==> config.mk <==
export PLATFORM = sky130hd
export DESIGN_NAME = instr_exec_ctrl
export DESIGN_NICKNAME = d
export VERILOG_FILES = /design/src/rtl/instr_exec_ctrl.sv
export SDC_FILE = /design/constraint.sdc
export NUM_CORES = 1
export LEC_CHECK = 0
export BUFFER_PORTS_ARGS = -buffer_cell sky130_fd_sc_hd__buf_2
export CORE_ASPECT_RATIO = 0.75
export CORE_UTILIZATION = 30
export CTS_CLUSTER_SIZE = 8
export DETAILED_ROUTE_END_ITERATION = 10
export GPL_TIMING_DRIVEN = 0
export SETUP_SLACK_MARGIN = 0.05
export SKIP_LAST_GASP = 1
export SYNTH_ARGS = -nofsm -noshare
export SYNTH_HDL_FRONTEND = slang
export SYNTH_SLANG_ARGS = --single-unit
==> constraint.sdc <==
create_clock -name clk -period 5.8 [get_ports clk]
set_input_delay 0.29 -clock clk [delete_from_list [all_inputs] [get_ports clk]]
set_output_delay 0.29 -clock clk [all_outputs]
set_load 0.02 [all_outputs]
==> src/rtl/instr_exec_ctrl.sv <==
// Multicycle issue/execute controller for a 4x16 register file.
// One instruction per handshake: registered read, ALU, write-back; LDI writes straight from the handshake.
module instr_exec_ctrl #(
    parameter int DATA_W = 16,
    parameter int ADR_W  = 2
) (
    input  logic              clk,
    input  logic              reset,
    input  logic              instr_valid,
    input  logic [DATA_W-1:0] instr_data,
    output logic              instr_ready,
    output logic              rf_read_en,
    output logic [ADR_W-1:0]  rf_read_adr1,
    output logic [ADR_W-1:0]  rf_read_adr2,
    input  logic [DATA_W-1:0] rf_read_data1,
    input  logic [DATA_W-1:0] rf_read_data2,
    output logic              rf_write_en,
    output logic [ADR_W-1:0]  rf_write_adr,
    output logic [DATA_W-1:0] rf_write_data,
    output logic              done,
    output logic              illegal_op,
    output logic              flag_z,
    output logic              flag_c,
    output logic              halted,
    output logic [2:0]        state_dbg
);
    typedef enum logic [2:0] {
        IDLE   = 3'd0,
        READ   = 3'd1,
        EXEC   = 3'd2,
        WB     = 3'd3,
        HALTED = 3'd4
    } state_t;

    localparam logic [3:0] OP_NOP  = 4'h0;
    localparam logic [3:0] OP_ADD  = 4'h1;
    localparam logic [3:0] OP_SUB  = 4'h2;
    localparam logic [3:0] OP_AND  = 4'h3;
    localparam logic [3:0] OP_OR   = 4'h4;
    localparam logic [3:0] OP_XOR  = 4'h5;
    localparam logic [3:0] OP_SHL  = 4'h6;
    localparam logic [3:0] OP_SHR  = 4'h7;
    localparam logic [3:0] OP_LDI  = 4'h8;
    localparam logic [3:0] OP_MOV  = 4'h9;
    localparam logic [3:0] OP_HALT = 4'hF;

    state_t            state_q, state_d;
    logic [15:6]       ir_q;  // imm8 is consumed at the handshake edge, so only op/rd/rs1/rs2 are held
    logic [DATA_W-1:0] result_q;
    logic              done_q;
    logic              illegal_q;
    logic              handshake;
    logic [3:0]        hs_op;
    logic [3:0]        ir_op;
    logic [ADR_W-1:0]  ir_rd, ir_rs1, ir_rs2;
    logic [DATA_W:0]   sum;
    logic [DATA_W-1:0] alu_res;
    logic              alu_c;

    function automatic logic is_alu(input logic [3:0] op);
        return (op >= OP_ADD && op <= OP_SHR) || op == OP_MOV;
    endfunction

    assign hs_op     = instr_data[15:12];
    assign handshake = instr_valid && (state_q == IDLE);
    assign ir_op     = ir_q[15:12];
    assign ir_rd     = ir_q[11:10];
    assign ir_rs1    = ir_q[9:8];
    assign ir_rs2    = ir_q[7:6];

    always_comb begin
        sum     = {1'b0, rf_read_data1} + {1'b0, rf_read_data2};
        alu_res = rf_read_data1;
        alu_c   = 1'b0;
        case (ir_op)
            OP_ADD: begin
                alu_res = sum[DATA_W-1:0];
                alu_c   = sum[DATA_W];
            end
            OP_SUB: begin
                alu_res = rf_read_data1 - rf_read_data2;
                alu_c   = rf_read_data1 < rf_read_data2;
            end
            OP_AND:  alu_res = rf_read_data1 & rf_read_data2;
            OP_OR:   alu_res = rf_read_data1 | rf_read_data2;
            OP_XOR:  alu_res = rf_read_data1 ^ rf_read_data2;
            OP_SHL:  alu_res = rf_read_data1 << rf_read_data2[3:0];
            OP_SHR:  alu_res = rf_read_data1 >> rf_read_data2[3:0];
            default: alu_res = rf_read_data1;
        endcase
    end

    always_comb begin
        state_d       = state_q;
        instr_ready   = 1'b0;
        rf_read_en    = 1'b0;
        rf_read_adr1  = '0;
        rf_read_adr2  = '0;
        rf_write_en   = 1'b0;
        rf_write_adr  = '0;
        rf_write_data = '0;
        done          = done_q;
        unique case (state_q)
            IDLE: begin
                instr_ready = 1'b1;
                if (handshake) begin
                    if (is_alu(hs_op))         state_d = READ;
                    else if (hs_op == OP_LDI)  state_d = WB;
                    else if (hs_op == OP_HALT) state_d = HALTED;
                end
            end
            READ: begin
                rf_read_en   = 1'b1;
                rf_read_adr1 = ir_rs1;
                rf_read_adr2 = ir_rs2;
                state_d      = EXEC;
            end
            EXEC: state_d = WB;
            WB: begin
                rf_write_en   = 1'b1;
                rf_write_adr  = ir_rd;
                rf_write_data = result_q;
                done          = 1'b1;
                state_d       = IDLE;
            end
            HALTED:  state_d = HALTED;
            default: state_d = IDLE;
        endcase
    end

    always_ff @(posedge clk) begin
        if (reset) begin
            state_q   <= IDLE;
            ir_q      <= '0;
            result_q  <= '0;
            flag_z    <= 1'b0;
            flag_c    <= 1'b0;
            done_q    <= 1'b0;
            illegal_q <= 1'b0;
        end else begin
            state_q   <= state_d;
            done_q    <= 1'b0;
            illegal_q <= 1'b0;
            if (handshake) begin
                ir_q <= instr_data[15:6];
                if (hs_op == OP_LDI) begin
                    result_q <= DATA_W'(instr_data[7:0]);
                    flag_z   <= (instr_data[7:0] == 8'h00);
                    flag_c   <= 1'b0;
                end else if (hs_op == OP_NOP || hs_op == OP_HALT) begin
                    done_q <= 1'b1;
                end else if (!is_alu(hs_op)) begin
                    done_q    <= 1'b1;
                    illegal_q <= 1'b1;
                end
            end
            // Flags move only when a write-back is guaranteed to follow.
            if (state_q == EXEC) begin
                result_q <= alu_res;
                flag_z   <= (alu_res == '0);
                flag_c   <= alu_c;
            end
        end
    end

    assign illegal_op = illegal_q;
    assign halted     = (state_q == HALTED);
    assign state_dbg  = state_q;

endmodule
==> results of run 1 <==
## cells in the mapped netlist, drive strengths merged, types with 6 or more instances
cell type | count | share of area
o21ai | 33 | 0.028
nor3b | 8 | 0.012
o21a | 8 | 0.010
ha | 52 | 0.11
nor4 | 13 | 0.016
nand3 | 12 | 0.010
nor3 | 37 | 0.031
o211ai | 8 | 0.010
mux2i | 21 | 0.036
and3 | 7 | 0.0074
mux4 | 16 | 0.061
mux2 | 18 | 0.035
nor2b | 7 | 0.0074
a31oi | 13 | 0.014
clkbuf | 43 | 0.027
a221oi | 16 | 0.028
a211oi | 24 | 0.030
a21oi | 61 | 0.052
nand2b | 12 | 0.014
buf | 23 | 0.027
a2111oi | 7 | 0.011
dfxtp | 33 | 0.11
nor2 | 81 | 0.051
o32ai | 7 | 0.013
nand2 | 65 | 0.041
a221o | 6 | 0.010
or3 | 7 | 0.0074
inv | 54 | 0.034
and2 | 24 | 0.025
## final timing paths
check                                      start            to  slack [ns]
worst min register to register           ir_q[9]       ir_q[9]        0.45
worst max register to register          ir_q[12]        flag_z        2.12
worst min-delay path               instr_data[9]       ir_q[9]        0.25
worst max-delay path            rf_read_data2[2]  result_q[15]        1.22
## per-layer routing
metal,up-vias,global-route usage
met5,-,0
met4,0,0.0567
met1,3339,0.368
li1,3147,-
met3,27,0.0392
met2,407,0.334
## where the power goes
group,internal [mW],switching [mW],leakage [nW]
combinational,0.217,0.393,2.42
sequential,0.243,0.0118,0.269
clock,0.153,0.0886,0.0655
total,0.612,0.493,2.75
## cells in the final DEF, fill, tap and decap left out, types with 8 or more instances in the layout
cell type / n
mux4_2: 16
o21ai_0: 31
nor3_1: 37
mux2i_1: 21
and2_1: 23
mux2_2: 11
buf_2: 94
nor4_1: 11
nand2b_1: 11
nand2_1: 65
o21a_1: 8
a21oi_1: 60
ha_1: 52
a211oi_1: 24
clkbuf_1: 43
a221oi_1: 14
o211ai_1: 8
nand3_1: 12
dfxtp_1: 33
inv_1: 51
nor2_1: 81
a31oi_1: 13
## sequential cells by signal, indices dropped and copies added, names as in the netlist
name,flops
done_q,1
flag_c,1
flag_z,1
illegal_op,1
ir_q,10
result_q,16
state_dbg,3
## critical path: stages
cell and delay (ns):
buf_2 0.12, inv_1 0.15, clkbuf_1 0.42, clkbuf_1 0.54, ha_1 0.36, buf_6 0.15, nor3_1 0.17, a221oi_2 0.16
a2111oi_0 1.08, nand4bb_1 0.25, and3_1 0.22, a31oi_1 0.06, o32ai_1 0.54, o21a_1 0.17, nor2_1 0.03
## area by class of cell
cell class | count | area (um2)
tap | 253 | 317
fill | 2069 | 12600
inverter | 54 | 203
clock buffer | 5 | 125
buffer | 66 | 320
sequential | 33 | 661
multi-input combinational | 648 | 4730
timing repair buffer | 81 | 405
clock inverter | 1 | 5.00
## metrics by stage
step                std cells  utilization  power, mW  worst slack (ns)
global route             1141        0.350       1.17             0.913
detailed placement       1135        0.343      0.847              1.08
global placement         1135        0.343      0.848             0.993
floorplan                 801            -      0.653              2.37
finish                   1141        0.350       1.11              1.22
CTS                      1141        0.350       1.09              1.35
## kinds of logic (layout without fill, tap and decap cells)
logic type	after synthesis	count (layout)	share of synthesized area
buffers and inverters	120	207	0.0885
adders and majority gates	54	54	0.117
and+or+nand+nor	295	295	0.254
DFF	33	33	0.112
xor gates and xnor gates	7	7	0.0104
muxes	55	55	0.131
AOI/OAI and AO/OA	237	237	0.287
==> out/qor.yml, run 1 <==
critical_path:
  end_kind: "flip-flop"
  rr_worst_depth: 11
  required_ns: 5.95
  start_kind: "input port"
  critPathArrivalTime_ns: 4.73
  cp_max_fo: 11
  setup.worst_path.class: "input port to flip-flop"
placement:
  hpwl_um: 19000
  place_area_um2: 6630
  port_buffers: 81
  gp_congestion: 0.980
detailed_routing:
  wl_um: 24000
  top_layer_used: "met4"
  wl_met2_um: 9680
  drc: 0
  vias_per_cell: 6.06
  drtIter0Drc: 806
  wl_met3_um: 2480
  first_pass_iters: 5
  vias: 6920
  postRouteAntennaNets: 0
  avgRoutedWirePerCell_um: 21.1
  drt-met1-wl_um: 11400
timing:
  fin_tns_setup_ns: 0
  tightest_slew_ns: 1.21
  layout_min_cycle_time_ns: 4.58
  finalCritPeriodShare: 0.790
  relSlewSlack: 0.173
  report.final.slew_viol_count: 0
  clock_skew_ns: 0.00367
  max_freq_mhz: 218
  hold_violations: 0
  rsz0062_at_grt: "no"
  hold-worst-slack_ns: 0.253
  setup_violations: 0
global_routing:
  grt_pass1_wl_um: 36900
  groute.usage.overall: 0.238
  grt_pass1_vias: 6330
  grt_start_max_net_pins: 13
  grt_overflow: 0
  antenna_found_initial: 0
yosys:
  syn_inst: 801
  synthArstFlopShare: 0
  yosysWarningCount: 0
  ys.flop_type: "dfxtp_1"
  ys_ff_latch: 33
  seq_area_frac_synth: 0.112
  syn_nets: 906
  syn-cell-area_um2: 5910
  post_synth_num_cell_types: 87
  syn_area_per_cell_um2: 7.38
  synth_edf_count: 0
cells_and_area:
  fin_area_um2: 6760
  diodes: 0
  layout-drive-gt1-share: 0.177
  areaGrowthSynthToFinish_pct: 14.4
  fin_nets: 994
hold_path:
  hold_path_depth: 3
  min_path_type: "input port to flip-flop"
die:
  fp.dieArea_um2: 20300
  die_y_um: 124
  coreArea_um2: 19300
  initial_utilization: 0.306
  die_width_um: 164
  ioPinCount: 84
  fp-row-count: 44
clocking:
  htree_levels: 2
  ctsHoldBuffers: 0
  cts_tree: "built"
  numCtsBuffers: 5
  cts_setup_buffers: 0
  cts.sinks: 33
  path_clk_slew_ns: 0.05
  post_cts_resized: 0
  cts_root_buffer: "clkbuf_16"
  clock_latency_ns: 0.27
  cts_buffer_depth: 2
power_and_ir_drop:
  p_leak_nw: 2.75
  power_per_cell_area_nw_per_um2: 163
  ir_worst_vdd_mv: 0.108
job:
  maxCapViolations: 0
outcome:
  status: "finished clean"
No activity file was read; power rests on OpenSTA's default activity.
==> inputs of run 2 (changes only) <==
==> constraint.sdc (replaced) <==
create_clock -name clk -period 4.61 [get_ports clk]
set_input_delay 0.2305 -clock clk [delete_from_list [all_inputs] [get_ports clk]]
set_output_delay 0.2305 -clock clk [all_outputs]
set_load 0.02 [all_outputs]
==> out/qor.yml, run 2 (synthesized netlist as in run 1, its figures left out) <==
die:
  die_y_um: 124  # unchanged
  ioPinCount: 84  # unchanged
  die_width_um: 164  # unchanged
  fp.dieArea_um2: 20300  # unchanged
  initial_utilization: 0.306  # unchanged
  coreArea_um2: 19300  # unchanged
  fp-row-count: 44  # unchanged
detailed_routing:
  postRouteAntennaNets: 0  # unchanged
  drc: 0  # unchanged
  avgRoutedWirePerCell_um: 21.0  # about the same
  vias_per_cell: 6.03  # -0.56%
  vias: 6881  # -0.56%
  wl_um: 24000  # about the same
  first_pass_iters: 5  # unchanged
  drtIter0Drc: 828  # +2.7%
global_routing:
  grt_pass1_vias: 6330  # unchanged
  groute.usage.overall: 0.238  # unchanged
  grt_start_max_net_pins: 13  # unchanged
  grt_pass1_wl_um: 36900  # unchanged
  grt_overflow: 0  # unchanged
  antenna_found_initial: 0  # unchanged
critical_path:
  reg2reg_from: "ir_q[12]"
  setup.worst_path.class: "input port to flip-flop"
  critPathArrivalTime_ns: 4.75  # +0.02 ns
  end_kind: "flip-flop"
  required_ns: 4.82  # -1.13 ns
  crit_top_cell: "clkbuf_1"
  slowest_stage: "a2111oi_0"
  start_kind: "input port"
  cp_max_fo: 11  # unchanged
  rr_worst_depth: 11  # unchanged
  cp_top_family: "compound AO/OA/AOI/OAI gates"
  ff2ff_setup_slack_ns: 0.88  # -1.24 ns
  worst-path-buf-inv: 5  # unchanged
  timing.rr.end: "flag_z"
  cp_slowest_stage_delay_ns: 1.05  # -0.03 ns
  path_cells: "buf_2 > inv_1 > clkbuf_1 > clkbuf_1 > ha_1 > buf_6 > nand2b_4 > a221oi_4 > o22ai_2 > a221o_1 > a2111oi_0 > o221ai_1 > nor4_2 > a31o_1"
cells_and_area:
  diodes: 0  # unchanged
  layout_common_cells: "94 x buf_2, 81 x nor2_1, 65 x nand2_1"
  fin_nets: 994  # unchanged
  layout-drive-gt1-share: 0.178  # +0.00113
  areaGrowthSynthToFinish_pct: 14.5  # about the same
  final_common_cell: "buf_2"
  top_register: "result_q"
  fin_area_um2: 6770  # about the same
  largest_reg_flops: 16  # unchanged
  fillers: 2069  # unchanged
power_and_ir_drop:
  p_int_mw: 0.771  # +26%
  power_per_cell_area_nw_per_um2: 205  # +26%
  clock_power_share: 0.218  # about the same
  power.share.switching: 0.446  # about the same
  pwr-share-seq: 0.230  # about the same
  switching_power_mw: 0.620  # +26%
  ir_worst_vdd_mv: 0.135  # +26%
  p_leak_nw: 2.75  # about the same
  combPwrFrac: 0.552  # about the same
  totalPowerFinal_mw: 1.39  # +26%
timing:
  layout_min_cycle_time_ns: 4.54
  finalCritPeriodShare: 0.984
  setup_violations: 0  # unchanged
  rsz0062_at_grt: "no"
  max_freq_mhz: 220
  hold_violations: 0  # unchanged
  tightest_slew_ns: 1.20  # -0.00878 ns
  clock_skew_ns: 0.00402  # +0.000354 ns
  report.final.slew_viol_count: 0  # unchanged
  relSlewSlack: 0.179  # +0.00601
  layout_setup_ws_ns: 0.0747  # -1.14 ns
clocking:
  cts.sinks: 33  # unchanged
  path_clk_slew_ns: 0.05  # about the same
  numCtsBuffers: 5  # unchanged
  cts_tree: "built"
  clock_latency_ns: 0.27  # about the same
  cts_buffer_depth: 2  # unchanged
  cts_setup_buffers: 0  # unchanged
  cts_root_buffer: "clkbuf_16"
  htree_levels: 2  # unchanged
hold_path:
  whs_endpoint: "ir_q[9]"
  hold_path_depth: 3  # unchanged
  holdCritStartpoint: "instr_data[9]"
  min_path_type: "input port to flip-flop"
placement:
  port_buffers: 81  # unchanged
  place_area_um2: 6630  # unchanged
  hpwl_um: 19000  # unchanged
  post-place-ws_ns: -0.0528  # -1.13 ns
  gp_congestion: 0.980  # unchanged
outcome:
  status: "finished clean"
job:
  maxCapViolations: 0  # unchanged
[run 2: how the worst max path moves through the flow]
stage / start / endpoint / slack, ns / depth (start not counted)
after floorplan: rf_read_data2[2] / flag_z / 1.24 / 14
after global placement: rf_read_data2[2] / result_q[15] / -0.14 / 15
after detailed placement: rf_read_data2[2] / result_q[15] / -0.05 / 15
after CTS: rf_read_data2[2] / result_q[15] / 0.22 / 15
after global routing: rf_read_data2[2] / flag_z / 0.05 / 14
final: rf_read_data2[2] / flag_z / 0.07 / 14
[run 2: metrics by stage]
step / TNS [ns] / hold WS, ns / utilization / instances
floorplan: 0 / 0.366 / - / 801
global placement: -0.211 / 0.438 / 0.343 / 1135
detailed placement: -0.0528 / 0.445 / 0.343 / 1135
CTS: 0 / 0.194 / 0.350 / 1141
global route: 0 / 0.205 / 0.350 / 1141
finish: 0 / 0.193 / 0.350 / 1141
[run 2: what timing repair did]
item,4_1_cts,5_1_grt
resized for setup,0,2
hold buffers,0,0
endpoints found under the setup margin,0,2
[run 2: layout make-up]
cell class / instances / area [um2] / area share
Buffer: 66 / 320 / 0.0473
Clock buffer: 5 / 125 / 0.0185
Clock inverter: 1 / 5.00 / 0.000739
Inverter: 54 / 203 / 0.0299
Multi-Input combinational cell: 648 / 4730 / 0.699
Sequential cell: 33 / 661 / 0.0976
Tap cell: 253 / 317 / 0.0468
Timing Repair Buffer: 81 / 405 / 0.0599
[run 2: routing by layer]
layer,global-route usage,share of wire
met1,0.368,0.48
met2,0.334,0.40
met3,0.0392,0.098
met4,0.0567,0.018
met5,0,0
[run 2: power groups by stage]
stage	logic, mW	registers (mW)	clock network [mW]
2_1_floorplan	0.498	0.323	0
3_3_place_gp	0.741	0.325	0
3_5_place_dp	0.741	0.325	0
4_1_cts	0.744	0.320	0.308
5_1_grt	0.830	0.322	0.321
6_report	0.768	0.320	0.303
[run 2: worst register-to-register path: cells and delay by family, from the launching register on]
| family | cells | cell delay, ns |
|---|---|---|
| buffers and inverters | 2 | 0.86 |
| and+or+nand+nor | 3 | 1.22 |
| DFF | 1 | 0.46 |
| AOI/OAI and AO/OA | 6 | 1.12 |
